$ cat config.mk
export PLATFORM = sky130hd
export DESIGN_NAME = stream_upsizer
export DESIGN_NICKNAME = d
export VERILOG_FILES = /design/src/rtl/stream_upsizer.sv
export SDC_FILE = /design/constraint.sdc
export NUM_CORES = 1
export LEC_CHECK = 0
export CELL_PAD_IN_SITES_DETAIL_PLACEMENT = 1
export CELL_PAD_IN_SITES_GLOBAL_PLACEMENT = 2
export CORE_MARGIN = 2
export CORE_UTILIZATION = 30
export DETAILED_ROUTE_END_ITERATION = 8
export PLACE_DENSITY_LB_ADDON = 0.05
export SLEW_MARGIN = 10
export SYNTH_ARGS = -nofsm -noshare
export SYNTH_HDL_FRONTEND = slang
export SYNTH_SLANG_ARGS = --single-unit
$ cat constraint.sdc
create_clock -name i_slave_clk -period 1.97 [get_ports i_slave_clk]
set_clock_uncertainty 0.15 [all_clocks]
set_input_delay 0.394 -clock i_slave_clk [delete_from_list [all_inputs] [get_ports i_slave_clk]]
set_output_delay 0.394 -clock i_slave_clk [all_outputs]
set_load 0.02 [all_outputs]
$ cat src/rtl/stream_upsizer.sv
// -----------------------------------------------------------------------------
// stream_upsizer
//
// Purpose:
//   Packs 2**RATIO_R narrow DATA_W beats into one wide word with little-endian
//   lanes. Lane k of the wide word is the k-th beat of that word. A beat with
//   i_last closes the word early. Lanes that were never filled read as zero,
//   and their o_keep bit is clear. This block sits in the slave clock domain,
//   directly behind the read port of an async FIFO.
//
// Configuration macro:
//   STREAM_UPSIZER_SKID_EN
//     - Undefined (default): the accumulator is also the output register.
//       o_ready = !o_valid | i_ready, so there is a combinational path from
//       i_ready to o_ready.
//     - Defined: the accumulator and the output register are separate. The
//       next word fills while the previous word is held. o_ready is
//       registered and is low only in STALL.
//
// Ports:
//   i_slave_clk      clock (FIFO read-side clock)
//   i_slave_reset_n  asynchronous active-low reset
//   i_valid/o_ready  input beat handshake
//   i_data           input beat, DATA_W bits
//   i_last           beat closes the current word early
//   o_valid/i_ready  wide word handshake
//   o_data           wide word; lane k = bits [k*DATA_W +: DATA_W]
//   o_keep           lane k holds a real beat
//   o_last           word was closed by i_last
// -----------------------------------------------------------------------------
module stream_upsizer #(
    parameter int DATA_W  = 32,
    parameter int RATIO_R = 2
) (
    input  logic                              i_slave_clk,
    input  logic                              i_slave_reset_n,
    input  logic                              i_valid,
    output logic                              o_ready,
    input  logic [DATA_W-1:0]                 i_data,
    input  logic                              i_last,
    output logic                              o_valid,
    input  logic                              i_ready,
    output logic [DATA_W*(1<<RATIO_R)-1:0]    o_data,
    output logic [(1<<RATIO_R)-1:0]           o_keep,
    output logic                              o_last
);
    localparam int RATIO  = 1 << RATIO_R;
    localparam int WIDE_W = DATA_W * RATIO;
    localparam logic [RATIO_R-1:0] LAST_LANE = RATIO_R'(RATIO - 1);

    // FILL : accumulating, output free
    // HOLD : output register occupied
    // STALL: accumulator complete while output is still occupied
    //        (only reachable when the skid register is built in)
    typedef enum logic [1:0] {
        ST_FILL  = 2'd0,
        ST_HOLD  = 2'd1,
        ST_STALL = 2'd2
    } state_t;

    state_t              state_reg, state_next;
    logic [RATIO_R-1:0]  cnt_reg, cnt_next;
    logic [WIDE_W-1:0]   acc_data_reg, acc_data_next;
    logic [RATIO-1:0]    acc_keep_reg, acc_keep_next;
    logic                acc_last_reg, acc_last_next;

    logic                accept;
    logic                complete;
    logic                word_start;
    logic [WIDE_W-1:0]   merged_data;
    logic [RATIO-1:0]    merged_keep;

    // The first beat of a word clears all other lanes. Unfilled lanes of a
    // short word therefore read as zero, and no separate clear cycle is needed.
    assign word_start = (cnt_reg == '0);
    assign complete   = accept & ((cnt_reg == LAST_LANE) | i_last);

    genvar gi;
    generate
        for (gi = 0; gi < RATIO; gi++) begin : g_lane
            localparam logic [RATIO_R-1:0] LANE = RATIO_R'(gi);
            assign merged_data[gi*DATA_W +: DATA_W] =
                (cnt_reg == LANE) ? i_data :
                (word_start ? {DATA_W{1'b0}} : acc_data_reg[gi*DATA_W +: DATA_W]);
            assign merged_keep[gi] = (cnt_reg == LANE) | (!word_start & acc_keep_reg[gi]);
        end
    endgenerate

`ifdef STREAM_UPSIZER_SKID_EN
    logic [WIDE_W-1:0]   out_data_reg, out_data_next;
    logic [RATIO-1:0]    out_keep_reg, out_keep_next;
    logic                out_last_reg, out_last_next;
    logic                ready_reg, ready_next;

    assign accept  = i_valid & ready_reg;
    assign o_ready = ready_reg;
    assign o_valid = (state_reg != ST_FILL);
    assign o_data  = out_data_reg;
    assign o_keep  = out_keep_reg;
    assign o_last  = out_last_reg;

    always_comb begin
        state_next    = state_reg;
        cnt_next      = cnt_reg;
        acc_data_next = acc_data_reg;
        acc_keep_next = acc_keep_reg;
        acc_last_next = acc_last_reg;
        out_data_next = out_data_reg;
        out_keep_next = out_keep_reg;
        out_last_next = out_last_reg;
        ready_next    = ready_reg;

        if (accept) begin
            acc_data_next = merged_data;
            acc_keep_next = merged_keep;
            acc_last_next = i_last;
            cnt_next      = complete ? '0 : cnt_reg + 1'b1;
        end

        case (state_reg)
            ST_FILL, ST_HOLD: begin
                if ((state_reg == ST_HOLD) && i_ready) begin
                    state_next = ST_FILL;
                end
                if (complete) begin
                    if ((state_reg == ST_FILL) || i_ready) begin
                        // Output free or draining: the word bypasses the
                        // accumulator straight into the output register.
                        out_data_next = merged_data;
                        out_keep_next = merged_keep;
                        out_last_next = i_last;
                        state_next    = ST_HOLD;
                    end else begin
                        state_next = ST_STALL;
                        ready_next = 1'b0;
                    end
                end
            end
            ST_STALL: begin
                // The accumulator holds a finished word. It moves out on the
                // drain edge, so o_valid stays high without a bubble.
                if (i_ready) begin
                    out_data_next = acc_data_reg;
                    out_keep_next = acc_keep_reg;
                    out_last_next = acc_last_reg;
                    state_next    = ST_HOLD;
                    ready_next    = 1'b1;
                end
            end
            default: begin
                state_next = ST_FILL;
                ready_next = 1'b1;
            end
        endcase
    end

    always_ff @(posedge i_slave_clk or negedge i_slave_reset_n) begin
        if (!i_slave_reset_n) begin
            out_data_reg <= '0;
            out_keep_reg <= '0;
            out_last_reg <= 1'b0;
            ready_reg    <= 1'b1;
        end else begin
            out_data_reg <= out_data_next;
            out_keep_reg <= out_keep_next;
            out_last_reg <= out_last_next;
            ready_reg    <= ready_next;
        end
    end
`else
    // The accumulator doubles as the output register. While a finished word
    // is held, a beat can be taken only in the cycle that drains it.
    assign o_ready = (state_reg == ST_FILL) | i_ready;
    assign accept  = i_valid & o_ready;
    assign o_valid = (state_reg == ST_HOLD);
    assign o_data  = acc_data_reg;
    assign o_keep  = acc_keep_reg;
    assign o_last  = acc_last_reg;

    always_comb begin
        state_next    = state_reg;
        cnt_next      = cnt_reg;
        acc_data_next = acc_data_reg;
        acc_keep_next = acc_keep_reg;
        acc_last_next = acc_last_reg;

        if (accept) begin
            acc_data_next = merged_data;
            acc_keep_next = merged_keep;
            acc_last_next = i_last;
            cnt_next      = complete ? '0 : cnt_reg + 1'b1;
        end

        case (state_reg)
            ST_FILL: begin
                if (complete) begin
                    state_next = ST_HOLD;
                end
            end
            ST_HOLD: begin
                if (i_ready) begin
                    state_next = complete ? ST_HOLD : ST_FILL;
                end
            end
            default: begin
                state_next = ST_FILL;
            end
        endcase
    end
`endif

    always_ff @(posedge i_slave_clk or negedge i_slave_reset_n) begin
        if (!i_slave_reset_n) begin
            state_reg    <= ST_FILL;
            cnt_reg      <= '0;
            acc_data_reg <= '0;
            acc_keep_reg <= '0;
            acc_last_reg <= 1'b0;
        end else begin
            state_reg    <= state_next;
            cnt_reg      <= cnt_next;
            acc_data_reg <= acc_data_next;
            acc_keep_reg <= acc_keep_next;
            acc_last_reg <= acc_last_next;
        end
    end

endmodule

# Yosys cells after proc, flatten, opt, wreduce, memory -nomap -nowiden
# Cells that the tools add are included.
# classes
n_reduce_logical,11
muxes,9
bitwise_logic,12
addsub,1
n_eq_ne,6
# op_table
operator,count
$mux W32,4
$reduce_and A2 Y1,5
$and A1 B1 Y1,6
$mux W2,3
$or A1 B1 Y1,6
$reduce_bool A2 Y1,3
$eq A2 B1 Y1 const B,2
$eq A2 B2 Y1 const B,2
$logic_not A2 Y1,2
$pmux W2 S2,1
$add A2 B1 Y2 const B,1
$ne A2 B1 Y1 const B,1
$ne A2 B2 Y1 const B,1
$logic_not A1 Y1,1
$mux W1,1
# totals
elab_cells,47
input_bits,37
register_bits,137
out_inout_bits,135

# Depth between registers and ports, before layout
# Gate-level depths: netlist of the first run.
# logic_depth
ltp_word,7
ltp_mapped,7
depth_no_buf,4

# Least setup slack after synthesis of the first run
# OpenSTA, ideal clock, no wires.
# synth_timing
kind,reg-to-reg
start,register state_reg[0]
end,"register acc_data_reg[10], in the netlist o_data[10]"
arrival_time_ps,1477
path_slack_ps,218
stages_incl_launch_ff,7
path_buffers,2
synth_period_minus_slack_ps,1752
setup_ps,125
path_cell_list,dfrtp_1 -> nor2b_4 -> inv_2 -> buf_6 -> nand3_2 -> buf_4 -> mux2_2
# synth_between
elab_chain_len,4
# synth_lines
element,line,rtl
"start, declared",61,"state_t state_reg, state_next;"
"start signal, assigned",220,state_reg <= state_next;
$logic_not A2 Y1,173,assign o_ready = (state_reg == ST_FILL) | i_ready;
$or A1 B1 Y1,173,
via o_ready,38,"output logic o_ready,"
$and A1 B1 Y1,174,assign accept = i_valid & o_ready;
$reduce_and A2 Y1 (no source line),--,
"end signal, assigned",222,acc_data_reg <= acc_data_next;
"end, declared",63,"logic [WIDE_W-1:0] acc_data_reg, acc_data_next;"
# The timed path passes the listed nets, and every way through them passes these cells.
# A chain may end at the register's enable or synchronous reset.

# Worst setup path after layout of the first run
# layout_timing
start,"register acc_data_reg[86], in the netlist o_data[86]"
end,output o_data[86]
# layout_lines
element,line,rtl
"end, declared",43,"output logic [DATA_W*(1<<RATIO_R)-1:0] o_data,"
# No word-level cell between the ends.

==> summary.md, run 1 <==
| Metric | Value |
|---|---|
| Run status | `completed` |
| Post-route DRC violation count | `0` |
| Synth cell count leaders | `sky130_fd_sc_hd__dfrtp_1, sky130_fd_sc_hd__a22o_1, sky130_fd_sc_hd__inv_1, sky130_fd_sc_hd__nand2_1, sky130_fd_sc_hd__mux2i_1` |
| Most repeated cell in the gate-level netlist after synthesis | `sky130_fd_sc_hd__dfrtp_1` |
| Path type of the worst min-delay path | `in -> async` |
| Max IR drop VDD | `0.654 mV` |
| Number of distinct library cells after synthesis | `25` |
| First-pass GRT wire length | `24200 um` |
| Die span in y | `137 um` |
| Maximum fanout encountered on the critical timing path | `2` |
| Latest clock arrival within the worst-skew pair | `0.41 ns` |
| Mean area per synthesized cell | `13.8 um^2` |
| Power density relative to cell area | `1450 nW/um^2` |
| Number of nets in the final layout | `615` |
| Xor and xnor fraction of the mapped netlist area | `0` |
| Proportion of synthesized chip area in sequential cells | `0.642` |
| TritonCTS Buffers | `17` |
| Setup violators final | `0` |
| Die area | `18800 um^2` |
| Half-perimeter wire length after detailed placement | `10800 um` |
| Most used flip-flop cell after synthesis | `sky130_fd_sc_hd__dfrtp_1` |
| Final period demand of the worst path | `1.94 ns` |
| Area fraction in and, or, nand and nor cells after synthesis | `0.0366` |
| Overall Global Routing Usage | `0.173` |
| Number of diodes | `0` |
| Area after detailed placement | `7380 um^2` |
| Vias/cell | `approximately 4.7` |
| Routed length per instance | `19.7 um` |
| Setup crit end kind | `primary output` |
| Core Box Area | `17300 um^2` |
| Max FFs per register | `around 130` |
| Remaining antenna violation count after routing | `0` |
| Register bit count reported by yosys | `136` |
| Horiz. Die Dim | `137 um` |
| Final core occ | `0.473` |
| IO Count | `172` |
| Family with the most delay on the worst path | `buffers and inverters` |
| Part of the cycle the worst path needs | `0.982` |
| Max Slew Vio Count | `0` |
| Library cell used as clock root buffer | `sky130_fd_sc_hd__clkbuf_16` |
| Synth top area share | `0.642` |
| Initial core utilization | `0.307` |
| Max Fclk | `517 MHz` |
| Area leader, netlist | `sky130_fd_sc_hd__dfrtp_1` |
| Total number of vias | `3825` |
| Leak | `between 4 and 5 nW` |
| Final routed wirelength across all metal layers | `roughly 16000 um` |
| EDFF count, synth | `0` |
| Count of standard-cell rows | `48` |
| Req. time, crit path | `1.43 ns` |
| CP Cell Sequence | `clkdlybuf4s50_1` |
| Vias in the first global route | `4181` |
| Post-synthesis cell count | `384` |
| Share of flip-flops with an asynchronous set or reset | `1.00` |
| Detailed router's first-iteration violation count | `142` |
| Arrival time at the worst endpoint | `1.39 ns` |
| PnR worst setup slack | `approximately 0.035 ns` |
| Dominant combinational cell family by area after synthesis | `multiplexers` |
| Max-slew headroom | `0.675` |
| Fraction of layout cells with a size suffix above 1 | `0.149` |
| Actual transition at the worst max-transition pin | `roughly 0.49 ns` |
| Total clock sinks | `136` |
| Peak per-stage delay on the critical path | `~0.63 ns` |
| Dpl cells | `approximately 780` |
| Syn-to-layout area delta | `54.2%` |
| Clock buffer depth | `2` |
| Post-Place Setup Slack | `-0.258 ns` |
| Count of buffers from port buffering | `171` |
| Slowest cell on crit path | `sky130_fd_sc_hd__clkdlybuf4s50_1` |
| H-tree lvl count | `4` |
| MaxCap Viol Count | `0` |
| Multiplexer share of the synthesized area | `0.134` |
| Detailed-router iteration count before antenna repair | `4` |
| Main area contributors after synthesis | `sky130_fd_sc_hd__dfrtp_1, sky130_fd_sc_hd__a22o_1, sky130_fd_sc_hd__mux2i_1` |
| Fraction of the mapped netlist area in compound gates | `0.118` |
| Final hold viol count | `0` |
| Worst hold margin | `0.319 ns` |
| Kind of critical path | `reg -> out` |
| Number of warnings printed during yosys synthesis | `0` |
| Maximum number of pins on one net before global-route repair | `48` |
| Layout Cell Area excl Fill | `8180 um^2` |
| Area share of fa/ha/maj cells after synthesis | `0.0118` |
| WP buf/inv | `1` |
| Finished Layout Cells | `810` |
| Clock-pin slew on the worst setup and hold paths | `0.06 ns` |
| Final-layout fill cell count | `1777` |
| Clock tree from TritonCTS | `built` |
| Remaining Overflow, GRT | `0` |
| Final Wtd Congestion | `0.787` |
| Initial antenna violation count | `0` |
| Net count of the mapped netlist | `between 400 and 500` |
| Critical Path Start Type | `flop` |
| Combined area of all synthesized cells | `5310 um^2` |
[metal layers]
layer	global-route usage	wire length, um	vias to the layer above
met3	0.0470	895	14
met4	0.0578	178	0
met2	0.271	7760	115
li1	-	-	1723
met5	0	0	-
met1	0.233	7090	1973
[timing repair]
action,4_1_cts,5_1_grt
hold buffers,1,0
buffers inserted,0,1
hold endpoints to repair,37,0
setup endpoints to repair,12,87
gates cloned,0,0
gates resized for setup,14,66
pin swaps,0,1
[layout by cell type, fill, tap and decap left out, drive strengths merged]
cell type	instances
dlygate4sd3	1
ha	5
nor2	1
a22o	64
buf	25
o31ai	3
clkdlybuf4s15	1
dlygate4sd2	11
nor2b	1
dlymetal6s2s	59
o21ai	2
a31o	1
nor3	1
dfrtp	136
clkdlybuf4s50	99
bufinv	3
nand2	34
and3	2
a32o	1
inv	36
nand3	2
o211ai	2
clkinvlp	1
mux2i	33
clkbuf	24
mux2	34
clkinv	3
[cell type report]
cell class	instances	area, um^2	share of cell area
clock buffer	24	492	0.0601
clock inverter	7	116	0.0142
inverter	36	135	0.0165
multi-input combinational	186	1600	0.196
sequential	136	3400	0.416
tap	225	282	0.0344
timing repair buffer	196	2150	0.263
[kinds of logic after synthesis]
logic type               after synthesis
adder cells (fa/ha/maj)                5
AO/OA/AOI/OAI                         73
AND/OR/NAND/NOR                       41
buffers and inverters                 62
multiplexers                          67
flip-flops                           136
[power by group]
group | internal [W] | leakage [nW] | switching, W | total (W)
clock network | 0.00212 | 0.296 | 0.00114 | 0.00325
logic | 0.00223 | 2.41 | 0.00229 | 0.00452
registers | 0.00363 | 1.78 | 0.000479 | 0.00411
[stage by stage]
step | power (W) | setup TNS [ns]
global route | 0.0125 | -0.0509
global placement | 0.00871 | -26.39
finish | 0.0119 | 0
detailed placement | 0.00878 | -29.10
CTS | 0.0121 | 0
floorplan | 0.00636 | 0
[path summary, 6_finish.rpt]
kind | from | endpoint | slack, ns | depth (start not counted)
hold reg to reg | o_keep[0]$_DFFE_PN0P_ | o_keep[0]$_DFFE_PN0P_ | 0.32 | 1
hold / removal | i_slave_reset_n | o_data[41]$_DFFE_PN0P_ | 0.32 | 2
setup reg to reg | cnt_reg[0]$_DFFE_PN0P_ | o_data[98]$_DFFE_PN0P_ | 0.11 | 6
setup / recovery | o_data[86]$_DFFE_PN0P_ | o_data[86] | 0.03 | 1
min in group i_slave_clk | o_keep[0]$_DFFE_PN0P_ | o_keep[0]$_DFFE_PN0P_ | 0.32 | 1
max in group asynchronous | i_slave_reset_n | o_data[49]$_DFFE_PN0P_ | 0.76 | 3
Power figures use the tool's default switching activity.
==> run 2, diff against run 1 <==
--- a/config.mk
+++ b/config.mk
@@ -10,6 +10,7 @@
 export CORE_MARGIN = 2
 export CORE_UTILIZATION = 30
 export DETAILED_ROUTE_END_ITERATION = 8
+export GPL_TIMING_DRIVEN = 0
 export PLACE_DENSITY_LB_ADDON = 0.05
 export SLEW_MARGIN = 10
 export SYNTH_ARGS = -nofsm -noshare
==> constraint.sdc (replaced) <==
create_clock -name i_slave_clk -period 1.97 [get_ports i_slave_clk]
set_clock_uncertainty 0.15 [all_clocks]
set_input_delay 0.4925 -clock i_slave_clk [delete_from_list [all_inputs] [get_ports i_slave_clk]]
set_output_delay 0.4925 -clock i_slave_clk [all_outputs]
set_load 0.02 [all_outputs]
==> summary.md, run 2 (synthesis gave the netlist of run 1 again) <==
| Metric | Value |
|---|---|
| Library cell used as clock root buffer | `sky130_fd_sc_hd__clkbuf_16` |
| Routed length per instance | `19.2 um` |
| Final Wtd Congestion | `between 0.7 and 0.8` |
| Run status | `completed` |
| Detailed router's first-iteration violation count | `177` |
| Actual transition at the worst max-transition pin | `0.612 ns` |
| Power density relative to cell area | `1440 nW/um^2` |
| Critical path capture point | `o_ready` |
| Final-layout fill cell count | `1798` |
| Horiz. Die Dim | `137 um` |
| Req. time, crit path | `roughly 1.3 ns` |
| Remaining Overflow, GRT | `0` |
| Slowest cell on crit path | `sky130_fd_sc_hd__dfrtp_1` |
| Max FFs per register | `128` |
| Leak | `between 3 and 4 nW` |
| Max IR drop VDD | `0.616 mV` |
| Max Fclk | `about 530 MHz` |
| RSZ-0062 raised after global routing | `false` |
| Die span in y | `137 um` |
| Initial core utilization | `0.307` |
| Max Slew Vio Count | `0` |
| Total number of vias | `3846` |
| Arrival time at the worst endpoint | `1.25 ns` |
| Clock-pin slew on the worst setup and hold paths | `0.06 ns` |
| Post-Place Setup Slack | `-0.565 ns` |
| Count of standard-cell rows | `48` |
| Fraction of layout cells with a size suffix above 1 | `0.161` |
| Worst hold margin | `0.314 ns` |
| Family with the most delay on the worst path | `buffers and inverters` |
| MaxCap Viol Count | `0` |
| WP buf/inv | `3` |
| Clock buffer depth | `2` |
| Critical Path Start Type | `flop` |
| Maximum number of pins on one net before global-route repair | `74` |
| Syn-to-layout area delta | `47.7%` |
| TritonCTS Buffers | `17` |
| Final routed wirelength across all metal layers | `15700 um` |
| Detailed-router iteration count before antenna repair | `4` |
| Peak per-stage delay on the critical path | `approximately 0.33 ns` |
| Setup TNS | `0 ns` |
| Final core occ | `0.453` |
| Part of the cycle the worst path needs | `0.962` |
| Setup crit end kind | `primary output` |
| Half-perimeter wire length after detailed placement | `10800 um` |
| Highest-count cells in the layout ignoring fill and taps | `sky130_fd_sc_hd__dfrtp_1, sky130_fd_sc_hd__dlygate4sd2_1, sky130_fd_sc_hd__a22o_1, sky130_fd_sc_hd__inv_1, sky130_fd_sc_hd__nand2_1` |
| Max-slew headroom | `0.592` |
| Remaining antenna violation count after routing | `0` |
| Latest clock arrival within the worst-skew pair | `0.41 ns` |
| Slack of the worst reg-to-reg path | `between 0.1 and 0.15 ns` |
| Die area | `between 15000 and 20000 um^2` |
| Vias in the first global route | `4150` |
| Number of nets in the final layout | `624` |
| Final period demand of the worst path | `1.89 ns` |
| CP Cell Sequence | `nor2b_4, inv_2, buf_6, buf_4` |
| IO Count | `172` |
| H-tree lvl count | `4` |
| FF-to-FF End | `o_data[115]$_DFFE_PN0P_` |
| Post-route DRC violation count | `0` |
| Path length in cells of the critical path | `4` |
| FF-to-FF Start | `cnt_reg[1]$_DFFE_PN0P_` |
| Maximum fanout encountered on the critical timing path | `10` |
| Path type of the worst min-delay path | `reg -> reg` |
| Clock tree from TritonCTS | `built` |
| Final hold viol count | `0` |
| Initial antenna violation count | `0` |
| Kind of critical path | `reg -> out` |
| Core Box Area | `17300 um^2` |
| First-pass GRT wire length | `24200 um` |
| Total clock sinks | `136` |
| Overall Global Routing Usage | `0.173` |
| Logic depth of the worst register-to-register path | `6` |
| CP Launch Point | `state_reg[0]$_DFFE_PN0P_` |
| Number of diodes | `0` |
| Setup violators final | `0` |
| Count of buffers from port buffering | `between 150 and 200` |
| Vias/cell | `4.69` |
| PnR worst setup slack | `0.0755 ns` |
-- run 2: cell type report --
class	instances	area [um^2]	area share
plain buffers	25	191	0.0244
inverters	36	135	0.0172
multi-input cells	186	1600	0.204
well taps	225	282	0.0359
clock buffers	25	505	0.0645
flip-flops and latches	136	3400	0.435
repair buffers	180	1630	0.208
clock inverters	7	90.1	0.0115
-- run 2: through the flow --
step,std cells,power [W],instance area (um^2)
5_1_grt,820,0.0119,7830
2_1_floorplan,384,0.00636,5310
3_5_place_dp,780,0.00873,7320
3_3_place_gp,779,0.00864,7290
4_1_cts,817,0.0114,7780
6_report,820,0.0113,7830
-- run 2: worst min path at each step --
stage                          startpoint               endpoint  slack, ns  cells after the start
floorplan                 i_slave_reset_n              async pin       0.05                      0
global placement    o_keep[0]$_DFFE_PN0P_  o_keep[0]$_DFFE_PN0P_       0.30                      1
detailed placement  o_keep[0]$_DFFE_PN0P_  o_keep[0]$_DFFE_PN0P_       0.31                      1
CTS                 o_keep[0]$_DFFE_PN0P_  o_keep[0]$_DFFE_PN0P_       0.32                      1
global route        o_keep[0]$_DFFE_PN0P_  o_keep[0]$_DFFE_PN0P_       0.34                      1
finish              o_keep[0]$_DFFE_PN0P_  o_keep[0]$_DFFE_PN0P_       0.31                      1
-- run 2: timing repair --
action | 4_1_cts | 5_1_grt
pin swaps | 2 | 2
endpoints found under the hold margin | 63 | 0
gates resized for setup | 142 | 11
setup buffers | 4 | 4
cloned | 0 | 0
hold buffers | 1 | 0
setup endpoints to repair | 200 | 60
-- run 2: routing by layer --
layer,share of wire,up-vias,track usage
met2,0.48,114,0.269
met5,0,-,0
li1,-,1735,-
met4,0.0092,0,0.0607
met3,0.056,12,0.0426
met1,0.45,1985,0.234
-- run 2: report_power, final --
part / leakage [nW] / internal, W / total, W / switching (W)
combinational: 1.91 / 0.00171 / 0.00400 / 0.00229
sequential: 1.78 / 0.00363 / 0.00409 / 0.000454
clock: 0.289 / 0.00203 / 0.00320 / 0.00117
==> run 3, diff against run 2 <==
--- a/config.mk
+++ b/config.mk
@@ -8,7 +8,8 @@
 export CELL_PAD_IN_SITES_DETAIL_PLACEMENT = 1
 export CELL_PAD_IN_SITES_GLOBAL_PLACEMENT = 2
 export CORE_MARGIN = 2
-export CORE_UTILIZATION = 30
+export CORE_UTILIZATION = 31
+export CTS_BUF_LIST = sky130_fd_sc_hd__clkbuf_8
 export DETAILED_ROUTE_END_ITERATION = 8
 export GPL_TIMING_DRIVEN = 0
 export PLACE_DENSITY_LB_ADDON = 0.05
==> summary.md, run 3 (synthesis gave the netlist of run 1 again) <==
| Metric | Value |
|---|---|
| Initial antenna violation count | `0` |
| Kind of critical path | `reg -> out` |
| CP Cell Sequence | `nor2b_4, inv_2, buf_8, buf_6` |
| Die area | `18200 um^2` |
| Total number of vias | `3802` |
| Family with the most delay on the worst path | `flip-flops` |
| Layout Cell Area excl Fill | `7660 um^2` |
| Vias in the first global route | `4254` |
| Area after detailed placement | `7310 um^2` |
| Number of diodes | `0` |
| Final Wtd Congestion | `0.721` |
| Clock-pin slew on the worst setup and hold paths | `0.08 ns` |
| Vias/cell | `4.68` |
| Initial core utilization | `0.319` |
| First-pass GRT wire length | `25000 um` |
| Slowest cell on crit path | `sky130_fd_sc_hd__dfrtp_1` |
| WP buf/inv | `3` |
| Arrival time at the worst endpoint | `1.29 ns` |
| Fraction of layout cells with a size suffix above 1 | `0.165` |
| Max-slew headroom | `0.579` |
| Routed length per instance | `19.2 um` |
| Clock tree from TritonCTS | `built` |
| Maximum number of pins on one net before global-route repair | `72` |
| Count of standard-cell rows | `47` |
| H-tree lvl count | `4` |
| Max Fclk | `518 MHz` |
| Final period demand of the worst path | `1.93 ns` |
| Latest clock arrival within the worst-skew pair | `about 0.44 ns` |
| Actual transition at the worst max-transition pin | `0.631 ns` |
| Setup crit end kind | `primary output` |
| Part of the cycle the worst path needs | `0.980` |
| Max IR drop VDD | `around 0.50 mV` |
| Clock buffer depth | `2` |
| Max FFs per register | `128` |
| Remaining antenna violation count after routing | `0` |
| Library cell used as clock root buffer | `sky130_fd_sc_hd__clkbuf_8` |
| Slack of the worst reg-to-reg path | `0.12 ns` |
| Setup TNS | `0 ns` |
| Number of nets in the final layout | `a little over 600` |
| Req. time, crit path | `around 1.3 ns` |
| Die span in y | `roughly 130 um` |
| Path type of the worst min-delay path | `in -> reg` |
| Horiz. Die Dim | `135 um` |
| Peak per-stage delay on the critical path | `about 0.34 ns` |
| Detailed router's first-iteration violation count | `108` |
| Overall power after layout | `between 0.01 and 0.015 W` |
| Run status | `completed` |
| Total clock sinks | `136` |
| Final routed wirelength across all metal layers | `around 16000 um` |
| Final-layout fill cell count | `1763` |
| Half-perimeter wire length after detailed placement | `10700 um` |
| Detailed-router iteration count before antenna repair | `4` |
| Count of buffers from port buffering | `170` |
| Critical Path Start Type | `flop` |
| Post-route DRC violation count | `0` |
| Highest-count cells in the layout ignoring fill and taps | `sky130_fd_sc_hd__dfrtp_1, sky130_fd_sc_hd__dlygate4sd2_1, sky130_fd_sc_hd__a22o_1, sky130_fd_sc_hd__nand2_1` |
| Overall Global Routing Usage | `0.181` |
| Register area | `approximately 3400 um^2` |
| Combined area of the multi-input logic cells | `1600 um^2` |
| Core Box Area | `16600 um^2` |
| Syn-to-layout area delta | `44.5%` |
| Maximum fanout encountered on the critical timing path | `7` |
| Max Slew Vio Count | `0` |
| Remaining Overflow, GRT | `0` |
| Power density relative to cell area | `1380 nW/um^2` |
| TritonCTS Buffers | `17` |
| Final hold viol count | `0` |
| RSZ-0062 raised after global routing | `true` |
| IO Count | `172` |
| Setup violators final | `0` |
| MaxCap Viol Count | `0` |
| Leak | `3.90 nW` |
## run 3: worst paths after layout
| kind | from | endpoint | depth (start not counted) |
|---|---|---|---|
| setup / recovery | state_reg[0]$_DFFE_PN0P_ | o_ready | 4 |
| hold / removal | i_valid | cnt_reg[0]$_DFFE_PN0P_ | 3 |
| setup reg to reg | cnt_reg[0]$_DFFE_PN0P_ | o_data[120]$_DFFE_PN0P_ | 6 |
| hold reg to reg | o_data[11]$_DFFE_PN0P_ | o_data[11]$_DFFE_PN0P_ | 1 |
| max in group asynchronous | i_slave_reset_n | o_data[82]$_DFFE_PN0P_ | 3 |
| min in group asynchronous | i_slave_reset_n | state_reg[0]$_DFFE_PN0P_ | 2 |
## run 3: what timing repair did
action                                  CTS  global route
setup buffers                             4             3
hold buffers                              1             0
pin swaps                                 3             0
hold endpoints to repair                 65             0
endpoints found under the setup margin  226            63
cloned                                    0             0
gates resized for setup                 145            12
## run 3: cell type report
class	instances	share of cell area
clock inverter	13	0.0233
sequential	136	0.444
clock buffer	18	0.0323
timing repair buffer	179	0.212
buffer	25	0.0261
multi-input combinational	186	0.208
tap	220	0.0359
inverter	36	0.0176
## run 3: power breakdown
part / leakage, nW / switching (W) / internal [W] / total (W)
combinational: 1.91 / 0.00229 / 0.00170 / 0.00399
sequential: 1.78 / 0.000448 / 0.00362 / 0.00407
clock: 0.212 / 0.00111 / 0.00140 / 0.00251
total: 3.90 / 0.00384 / 0.00672 / 0.0106
## run 3: metal layers
| metal | global-route usage | wire (um) | part of all wire | up-vias |
|---|---|---|---|---|
| li1 | - | - | - | 1739 |
| met1 | 0.236 | 7200 | 0.46 | 1945 |
| met2 | 0.293 | 7290 | 0.47 | 109 |
| met3 | 0.0604 | 1030 | 0.066 | 9 |
| met4 | 0.0439 | 117 | 0.0075 | 0 |
| met5 | 0 | 0 | 0 | - |
## run 3: tightest hold or removal path: stages
cell and delay [ns]:
sky130_fd_sc_hd__buf_2 0.17, sky130_fd_sc_hd__nand3_1 0.13, sky130_fd_sc_hd__o31ai_1 0.07
## run 3: metrics by stage
stage | hold slack (ns) | std cells | utilization | setup slack [ns]
5_1_grt | 0.303 | 813 | 0.460 | -0.0464
3_3_place_gp | 0.323 | 774 | 0.438 | -5.34
4_1_cts | 0.269 | 811 | 0.458 | -0.0454
2_1_floorplan | 0.0469 | 384 | - | 0.218
6_report | 0.313 | 813 | 0.460 | 0.0385
3_5_place_dp | 0.332 | 775 | 0.439 | -0.543
